`src/rtl/ofifo_drain.sv`:
```
// ofifo_drain: drains a programmed number of psum rows from the output FIFO
// behind mac_array and writes them into a psum SRAM at consecutive addresses.
//
// Ports
//   clk         rising-edge clock
//   reset       asynchronous, active-low reset
//   start       1-cycle job request, sampled only when idle
//   num_rows    rows to drain (0..2^addr_w), latched on start
//   base_addr   first SRAM address, latched on start
//   fifo_valid  FIFO head row present on fifo_out
//   fifo_out    FIFO head row, lane c at [c*bw_psum +: bw_psum]
//   fifo_rd     pop strobe (combinational from state and fifo_valid)
//   pmem_cen    SRAM chip enable, active-low
//   pmem_wen    SRAM write enable, active-low
//   pmem_a      SRAM address (wraps modulo 2^addr_w)
//   pmem_d      SRAM write data
//   busy        high whenever a job is in progress (any state but idle)
//   done        1-cycle completion pulse
//   rows_done   rows written in the current/last job
//
// Configuration macro
//   RELU_EN     when defined, negative lanes are clamped to zero on the way
//               into pmem_d; otherwise pmem_d is a bit-exact copy of fifo_out.

module ofifo_drain #(
    parameter int unsigned bw_psum = 20,
    parameter int unsigned col     = 8,
    parameter int unsigned addr_w  = 4
) (
    input  logic                     clk,
    input  logic                     reset,
    input  logic                     start,
    input  logic [addr_w:0]          num_rows,
    input  logic [addr_w-1:0]        base_addr,
    input  logic                     fifo_valid,
    input  logic [bw_psum*col-1:0]   fifo_out,
    output logic                     fifo_rd,
    output logic                     pmem_cen,
    output logic                     pmem_wen,
    output logic [addr_w-1:0]        pmem_a,
    output logic [bw_psum*col-1:0]   pmem_d,
    output logic                     busy,
    output logic                     done,
    output logic [addr_w:0]          rows_done
);

    localparam int unsigned row_w = bw_psum * col;
    localparam int unsigned cnt_w = addr_w + 1;

    typedef enum logic [1:0] {
        ST_IDLE  = 2'd0,
        ST_DRAIN = 2'd1,
        ST_FLUSH = 2'd2,
        ST_DONE  = 2'd3
    } state_e;

    state_e             state_q, state_d;
    logic [cnt_w-1:0]   num_q, num_d;
    logic [addr_w-1:0]  base_q, base_d;
    logic [cnt_w-1:0]   rows_done_q, rows_done_d;
    logic               pmem_cen_q, pmem_cen_d;
    logic               pmem_wen_q, pmem_wen_d;
    logic [addr_w-1:0]  pmem_a_q, pmem_a_d;
    logic [row_w-1:0]   pmem_d_q, pmem_d_d;
    logic               busy_q, busy_d;
    logic               done_q, done_d;
    logic [row_w-1:0]   wr_row;

    // Pop whenever draining and the FIFO has a head row; the FSM leaves DRAIN
    // on the last pop, so no extra pop can follow.
    always_comb begin
        fifo_rd = (state_q == ST_DRAIN) && fifo_valid;
    end

    // Row as it will be written to the SRAM.
    always_comb begin
        wr_row = fifo_out;
`ifdef RELU_EN
        for (int unsigned c = 0; c < col; c++) begin
            if (fifo_out[c*bw_psum + bw_psum - 1]) begin
                wr_row[c*bw_psum +: bw_psum] = '0;
            end
        end
`endif
    end

    // Next-state and registered-output logic.
    always_comb begin
        state_d     = state_q;
        num_d       = num_q;
        base_d      = base_q;
        rows_done_d = rows_done_q;
        pmem_cen_d  = 1'b1;
        pmem_wen_d  = 1'b1;
        pmem_a_d    = pmem_a_q;
        pmem_d_d    = pmem_d_q;

        case (state_q)
            ST_IDLE: begin
                if (start) begin
                    num_d       = num_rows;
                    base_d      = base_addr;
                    rows_done_d = '0;
                    state_d     = (num_rows == '0) ? ST_DONE : ST_DRAIN;
                end
            end
            ST_DRAIN: begin
                if (fifo_rd) begin
                    pmem_cen_d  = 1'b0;
                    pmem_wen_d  = 1'b0;
                    // Address wraps naturally at addr_w bits.
                    pmem_a_d    = base_q + rows_done_q[addr_w-1:0];
                    pmem_d_d    = wr_row;
                    rows_done_d = rows_done_q + cnt_w'(1);
                    if (rows_done_d == num_q) begin
                        state_d = ST_FLUSH;
                    end
                end
            end
            // Last write is captured by the SRAM during this cycle.
            ST_FLUSH: state_d = ST_DONE;
            ST_DONE:  state_d = ST_IDLE;
            default:  state_d = ST_IDLE;
        endcase

        busy_d = (state_d != ST_IDLE);
        done_d = (state_d == ST_DONE);
    end

    // State and output registers.
    always_ff @(posedge clk or negedge reset) begin
        if (!reset) begin
            state_q     <= ST_IDLE;
            num_q       <= '0;
            base_q      <= '0;
            rows_done_q <= '0;
            pmem_cen_q  <= 1'b1;
            pmem_wen_q  <= 1'b1;
            pmem_a_q    <= '0;
            pmem_d_q    <= '0;
            busy_q      <= 1'b0;
            done_q      <= 1'b0;
        end else begin
            state_q     <= state_d;
            num_q       <= num_d;
            base_q      <= base_d;
            rows_done_q <= rows_done_d;
            pmem_cen_q  <= pmem_cen_d;
            pmem_wen_q  <= pmem_wen_d;
            pmem_a_q    <= pmem_a_d;
            pmem_d_q    <= pmem_d_d;
            busy_q      <= busy_d;
            done_q      <= done_d;
        end
    end

    assign pmem_cen  = pmem_cen_q;
    assign pmem_wen  = pmem_wen_q;
    assign pmem_a    = pmem_a_q;
    assign pmem_d    = pmem_d_q;
    assign busy      = busy_q;
    assign done      = done_q;
    assign rows_done = rows_done_q;

endmodule

```
`config.mk`:
```
export PLATFORM = sky130hd
export DESIGN_NAME = ofifo_drain
export DESIGN_NICKNAME = d
export VERILOG_FILES = /design/src/rtl/ofifo_drain.sv
export SDC_FILE = /design/constraint.sdc
export NUM_CORES = 1
export LEC_CHECK = 0
export CORE_ASPECT_RATIO = 1.4
export CORE_MARGIN = 2
export CORE_UTILIZATION = 40
export DETAILED_ROUTE_END_ITERATION = 10
export GPL_TIMING_DRIVEN = 0
export HOLD_SLACK_MARGIN = 0.08
export PLACE_DENSITY = 0.79
export SLEW_MARGIN = 30
export SYNTH_ARGS = -nofsm -noshare
export SYNTH_HDL_FRONTEND = slang
export SYNTH_SLANG_ARGS = --single-unit
```
`constraint.sdc`:
```
create_clock -name clk -period 3.9 [get_ports clk]
set_clock_uncertainty 0.15 [all_clocks]
set_input_delay 0.585 -clock clk [delete_from_list [all_inputs] [get_ports clk]]
set_output_delay 0.585 -clock clk [all_outputs]
set_load 0.01 [all_outputs]
```
==> flow_metrics.py, run 1 <==
metrics = {
    "status": {
        "status": "finished clean",
    },
    "yosys": {
        "yosysWarnings": 0,
        "ys_ff_latch": 183,
        "synth_cell_type_count": 31,
        "synthCells": 768,
        "synth_seq_area_share_pct": 63.82,
        "synth_area_per_cell_um2": 9.345,
        "syn-num-nets": 946,
        "syn_area_um2": 7177,
    },
    "hold_path": {
        "hold_class": "reg2reg",
    },
    "grt": {
        "grt_antenna_before_repair": 0,
        "grtUsageTotal_pct": 22.35,
        "grt_max_degree": 87,
        "grt_pass1_wl_um": 32350,
        "gr-total-overflow": 0,
        "grt_pass1_vias": 6277,
    },
    "floorplan": {
        "io_pins": 347,
        "die_h_um": 162.5,
        "core-area_um2": 17780,
        "rows": 58,
        "die_area_um2": 19040,
        "fp.dieW_um": 117.2,
        "start_util_pct": 40.37,
    },
    "critical_path": {
        "worstPathRequired_ns": 3.16,
        "critPathMaxStageDelay_ns": 0.58,
        "crit_family": "buffers and inverters",
        "crit_arrival_ns": 2.18,
        "cp-start-kind": "input port",
        "cp-end-kind": "output port",
        "crit_path_frequent_cell": "clkdlybuf4s50_1",
        "worst-path-buf-inv": 5,
        "slowest_stage": "clkdlybuf4s50_1",
        "path_cells": "clkdlybuf4s50_1 -> nand3b_1 -> buf_4 -> inv_4 -> buf_2 -> clkdlybuf4s50_1",
        "cp_max_fo": 10,
        "critical_path_class": "in2out",
    },
    "cells_and_area": {
        "final_cell_mix": "nand2_1, clkdlybuf4s50_1, dfrtp_1",
        "drive_gt1_share_pct": 6.806,
        "utilization_pct": 65.39,
        "synthToLayoutAreaGrowth_pct": 62.00,
        "fill_cells": 1419,
        "n_antenna_cell": 0,
        "instances_no_fill": 1386,
        "layout_commonest_cell": "nand2_1",
        "layout.nets": 1314,
    },
    "pwr": {
        "ir_drop_mv": 0.3590,
        "pwr_density_cell_nw_per_um2": 719.1,
        "leakagePower_uw": 0.005690,
    },
    "timing": {
        "rsz0062_at_grt": "false",
        "fin_crit_sh_pct": 74.86,
        "max_slew_margin_pct": 67.75,
        "setup_viol": 0,
        "worstMarginPinSlew_ns": 0.4838,
        "fin_hold_ws_ns": 0.3185,
        "slew_viol_final": 0,
        "hold_viol": 0,
        "fmax_mhz": 342.5,
        "tns_ns": 0,
        "fin_ws_ns": 0.9803,
        "fin_crit_ns": 2.920,
    },
    "drt": {
        "wire_per_inst_um": 15.38,
        "ant_nets": 0,
        "dr.first_iter.drc_count": 280,
        "wl_um": 21310,
        "first_pass_iters": 4,
        "via_per_inst": 4.543,
        "drc": 0,
        "vias": 6297,
    },
    "placement": {
        "dp_hpwl_um": 16210,
        "place.gp.congestion": 0.8469,
        "place_worst_setup_slack_ns": 0.9569,
        "place_inst": 1356,
        "numPortBuffers": 346,
    },
    "flow_run": {
        "drv_cap": 0,
    },
    "clock_network": {
        "ctsResizeCount": 0,
        "cts_buffer_depth": 2,
        "cts_made_buffers": 17,
        "clkSinkCount": 183,
        "cts_tree": "built",
        "cts.clk_slew.worst_paths_ns": 0.06,
        "h-tree-depth": 4,
        "clkLatencyLatePin_ns": 0.42,
        "cts-root-buf": "clkbuf_16",
    },
}
-- registers in the layout (all words and copies together) (netlist names) --
register and cells:
base_q 4, busy 1, pmem_d 160, done 1, state_q 2, rows_done 5, pmem_a 4, num_q 5
pmem_wen 1
-- worst min-delay path, stage by stage, from the launching register on --
cell and delay [ns]:
dfrtp_1 0.34, nand2_1 0.05, nand2_1 0.05
-- timing repair --
| action | in CTS | in global routing |
|---|---|---|
| endpoints found under the hold margin | 14 | 0 |
| setup buffers | 0 | 0 |
| hold buffers | 1 | 0 |
-- cells by family after synthesis --
logic type | count (synthesis) | share of synthesized area (%)
buf+inv | 46 | 4.289
simple gates | 502 | 26.67
xor+xnor | 10 | 1.796
fa+ha+maj | 5 | 0.9763
compound gates | 14 | 1.186
mux | 8 | 1.255
flops | 183 | 63.83
-- path summary, 6_finish.rpt --
check	from	endpoint	slack (ns)	cells past startpoint
max in group asynchronous	reset	pmem_wen	2.51	3
min in group asynchronous	reset	pmem_d[30]	0.43	2
min	pmem_d[70]	pmem_d[70]	0.32	2
min reg2reg	pmem_d[70]	pmem_d[70]	0.32	2
max	fifo_valid	fifo_rd	0.98	6
max reg2reg	rows_done[0]	state_q[1]	2.09	5
-- power by group --
| part | leakage, uW | switching [uW] | internal, uW |
|---|---|---|---|
| clock | 0.000295 | 747 | 1080 |
| sequential | 0.00223 | 381 | 2580 |
| combinational | 0.00316 | 1720 | 1860 |
-- synth_stat cells, drive strengths merged --
master,number,area (um2)
a21o,1,7.510
a21oi,2,10.01
a22o,3,26.28
a31oi,1,6.260
and3,2,12.51
buf,35,264.0
clkbuf,4,15.01
dfrtp,182,4554
dfstp,1,26.28
fa,1,20.02
ha,4,50.05
inv,7,28.78
mux2,8,90.09
nand2,489,1836
nand3b,1,7.510
nand4,1,6.260
nor2,3,11.26
nor2b,1,6.260
nor3,2,15.01
nor3b,1,7.510
nor4,1,6.260
o21ai,7,35.03
or2,1,6.260
xnor2,5,43.79
xnor3,3,67.56
xor2,2,17.52
-- per-stage QoR --
step,cell area (um2),total power [uW]
2_1_floorplan,7177,4637
3_3_place_gp,10940,6504
3_5_place_dp,11000,6613
4_1_cts,11630,8473
5_1_grt,11630,8893
6_report,11630,8360
-- area by class of cell --
class	instances	area [um2]	area share, %
multi-input cells	539	2288	19.68
repair buffers	349	3533	30.39
clock buffers	17	425.4	3.659
plain buffers	39	279.0	2.400
well taps	240	300.3	2.583
flip-flops and latches	183	4581	39.40
clock inverters	12	190.2	1.636
inverters	7	28.78	0.2475
-- per-layer routing --
layer	routed length (um)	GRT usage, %	share of wire [%]
met4	646	8.984	3.0
met2	11190	39.34	52
met5	0	0	0
met3	1805	7.592	8.5
met1	7673	24.25	36
Note: power is estimated with default switching activity, not from simulation.
==> run 2: changes to the inputs <==
--- a/config.mk
+++ b/config.mk
@@ -7,11 +7,11 @@
 export LEC_CHECK = 0
 export CORE_ASPECT_RATIO = 1.4
 export CORE_MARGIN = 2
-export CORE_UTILIZATION = 40
+export CORE_UTILIZATION = 37
 export DETAILED_ROUTE_END_ITERATION = 10
 export GPL_TIMING_DRIVEN = 0
 export HOLD_SLACK_MARGIN = 0.08
-export PLACE_DENSITY = 0.79
+export PLACE_DENSITY = 0.77
 export SLEW_MARGIN = 30
 export SYNTH_ARGS = -nofsm -noshare
 export SYNTH_HDL_FRONTEND = slang
==> constraint.sdc (replaced) <==
create_clock -name clk -period 2.45 [get_ports clk]
set_clock_uncertainty 0.15 [all_clocks]
set_input_delay 0.3675 -clock clk [delete_from_list [all_inputs] [get_ports clk]]
set_output_delay 0.3675 -clock clk [all_outputs]
set_load 0.01 [all_outputs]
==> flow_metrics.py, run 2 (synthesized netlist as in run 1, its figures left out) <==
metrics = {
    "floorplan": {
        "io_pins": 347,
        "fp.dieW_um": 121.7,
        "die_area_um2": 20540,
        "die_h_um": 168.8,
        "core-area_um2": 19140,
        "rows": 60,
        "start_util_pct": 37.49,
    },
    "critical_path": {
        "rr_worst_depth": 5,
        "critical_path_class": "reg2out",
        "cp-start-kind": "register",
        "cp-end-kind": "output port",
        "rr_endpoint": "state_q[1]",
        "crit_family": "buffers and inverters",
        "path_cells": "buf_4 -> clkdlybuf4s50_1",
        "r2r_slack_ns": 0.64,
        "worst-path-buf-inv": 2,
        "cp_max_fo": 2,
        "worstPathRequired_ns": 1.93,
        "r2r-start": "rows_done[0]",
        "critPathMaxStageDelay_ns": 0.54,
        "slowest_stage": "dfstp_2",
        "crit_arrival_ns": 1.57,
    },
    "drt": {
        "via_per_inst": 4.500,
        "first_pass_iters": 4,
        "ant_nets": 0,
        "wire_per_inst_um": 15.14,
        "wl_um": 21110,
        "drc": 0,
        "dr.first_iter.drc_count": 297,
        "vias": 6277,
    },
    "pwr": {
        "leakagePower_uw": 0.005659,
        "pwr_density_cell_nw_per_um2": 1123,
        "ir_drop_mv": 0.5502,
    },
    "timing": {
        "setup_viol": 0,
        "slew_viol_final": 0,
        "hold_viol": 0,
        "max_slew_margin_pct": 68.19,
        "fin_crit_ns": 2.087,
        "fin_ws_ns": 0.3635,
        "tns_ns": 0,
        "rsz0062_at_grt": "false",
        "fmax_mhz": 479.3,
        "worstMarginPinSlew_ns": 0.4771,
        "fin_crit_sh_pct": 85.16,
    },
    "clock_network": {
        "postCtsSetupRepairBufs": 0,
        "cts.clk_slew.worst_paths_ns": 0.07,
        "cts_buffer_depth": 2,
        "h-tree-depth": 4,
        "cts_made_buffers": 17,
        "clkSinkCount": 183,
        "cts_tree": "built",
        "cts-root-buf": "clkbuf_16",
        "clkLatencyLatePin_ns": 0.42,
    },
    "status": {
        "status": "finished clean",
    },
    "placement": {
        "dp_hpwl_um": 16140,
        "place.gp.congestion": 0.8333,
        "numPortBuffers": 346,
        "place_worst_setup_slack_ns": -0.03285,
    },
    "cells_and_area": {
        "n_antenna_cell": 0,
        "drive_gt1_share_pct": 6.713,
        "final_cell_mix": "nand2_1, clkdlybuf4s50_1, dfrtp_1",
        "layout.nets": 1313,
        "largest_register_ffs": 160,
        "layout_commonest_cell": "nand2_1",
        "synthToLayoutAreaGrowth_pct": 61.26,
    },
    "grt": {
        "grtUsageTotal_pct": 20.88,
        "grt_pass1_vias": 6339,
        "grt_max_degree": 87,
        "gr-total-overflow": 0,
        "grt_pass1_wl_um": 33110,
        "grt_antenna_before_repair": 0,
    },
    "hold_path": {
        "hold_class": "in2async",
    },
    "flow_run": {
        "drv_cap": 0,
    },
}
run 2: cell count changes in the layout (fill, tap and decap cells not counted), sizes merged:
cell,change
clkinv,+3
bufinv,-3
dlymetal6s2s,+1
buf,-1
clkinvlp,+2
clkdlybuf4s50,-1
clkbuf,+2
inv,-2
run 2: worst max path at each step:
stage	start	endpoint	slack [ns]	cells past startpoint
2_1_floorplan	rows_done[0]	state_q[1]	0.80	5
3_3_place_gp	reset	pmem_d[7]	-6.79	1
3_5_place_dp	fifo_valid	fifo_rd	-0.03	6
4_1_cts	state_q[1]	fifo_rd	0.02	4
5_1_grt	pmem_wen	pmem_wen	0.32	2
6_report	pmem_wen	pmem_wen	0.36	2
run 2: worst register-to-register path, cell delays in order, from the launching register on:
cell and delay, ns:
dfrtp_1 0.51, ha_1 0.29, and3_1 0.23, xnor3_1 0.24
nor3_2 0.19, or2_1 0.13
run 2: area by class of cell:
cell class / instances / area, um2
clock inverter: 12 / 120.1
fill: 1605 / 7570
multi-input combinational: 539 / 2288
timing repair buffer: 349 / 3536
clock buffer: 19 / 432.9
inverter: 7 / 31.28
tap: 248 / 310.3
buffer: 38 / 274.0
sequential: 183 / 4581
run 2: where the power goes:
| group | switching, uW | internal [uW] |
|---|---|---|
| clock | 1190 | 1410 |
| sequential | 619 | 4110 |
| combinational | 2710 | 2960 |
run 2: through the flow:
step	power, uW	util [%]	hold slack [ns]	cells	cell area (um2)
after global placement	10340	57.20	0.3068	1362	10950
after detailed placement	10510	57.52	0.08916	1364	11010
after floorplan	7382	-	-0.07809	768	7177
final	13000	60.46	0.2340	1395	11570
after global routing	13880	60.46	0.2362	1395	11570
after CTS	13160	60.44	0.2208	1395	11570
run 2: metal layers:
| metal | wire length (um) | part of all wire [%] | GRT usage (%) |
|---|---|---|---|
| met1 | 7852 | 37 | 23.02 |
| met2 | 11240 | 53 | 37.59 |
| met3 | 1447 | 6.9 | 6.199 |
| met4 | 571 | 2.7 | 7.846 |
| met5 | 0 | 0 | 0 |
run 2: timing repair:
action                                 CTS  global route
endpoints found under the hold margin   97             0
hold buffers                             1             0
resized for setup                        1             1
setup endpoints to repair                1             1
==> run 3: changes to the inputs <==
--- a/config.mk
+++ b/config.mk
@@ -5,6 +5,7 @@
 export SDC_FILE = /design/constraint.sdc
 export NUM_CORES = 1
 export LEC_CHECK = 0
+export CAP_MARGIN = 0
 export CORE_ASPECT_RATIO = 1.4
 export CORE_MARGIN = 2
 export CORE_UTILIZATION = 37
@@ -16,3 +17,4 @@
 export SYNTH_ARGS = -nofsm -noshare
 export SYNTH_HDL_FRONTEND = slang
 export SYNTH_SLANG_ARGS = --single-unit
+export TNS_END_PERCENT = 20
==> results of run 3 <==
The final DEF is identical to that of run 2; final timing and power are the same.
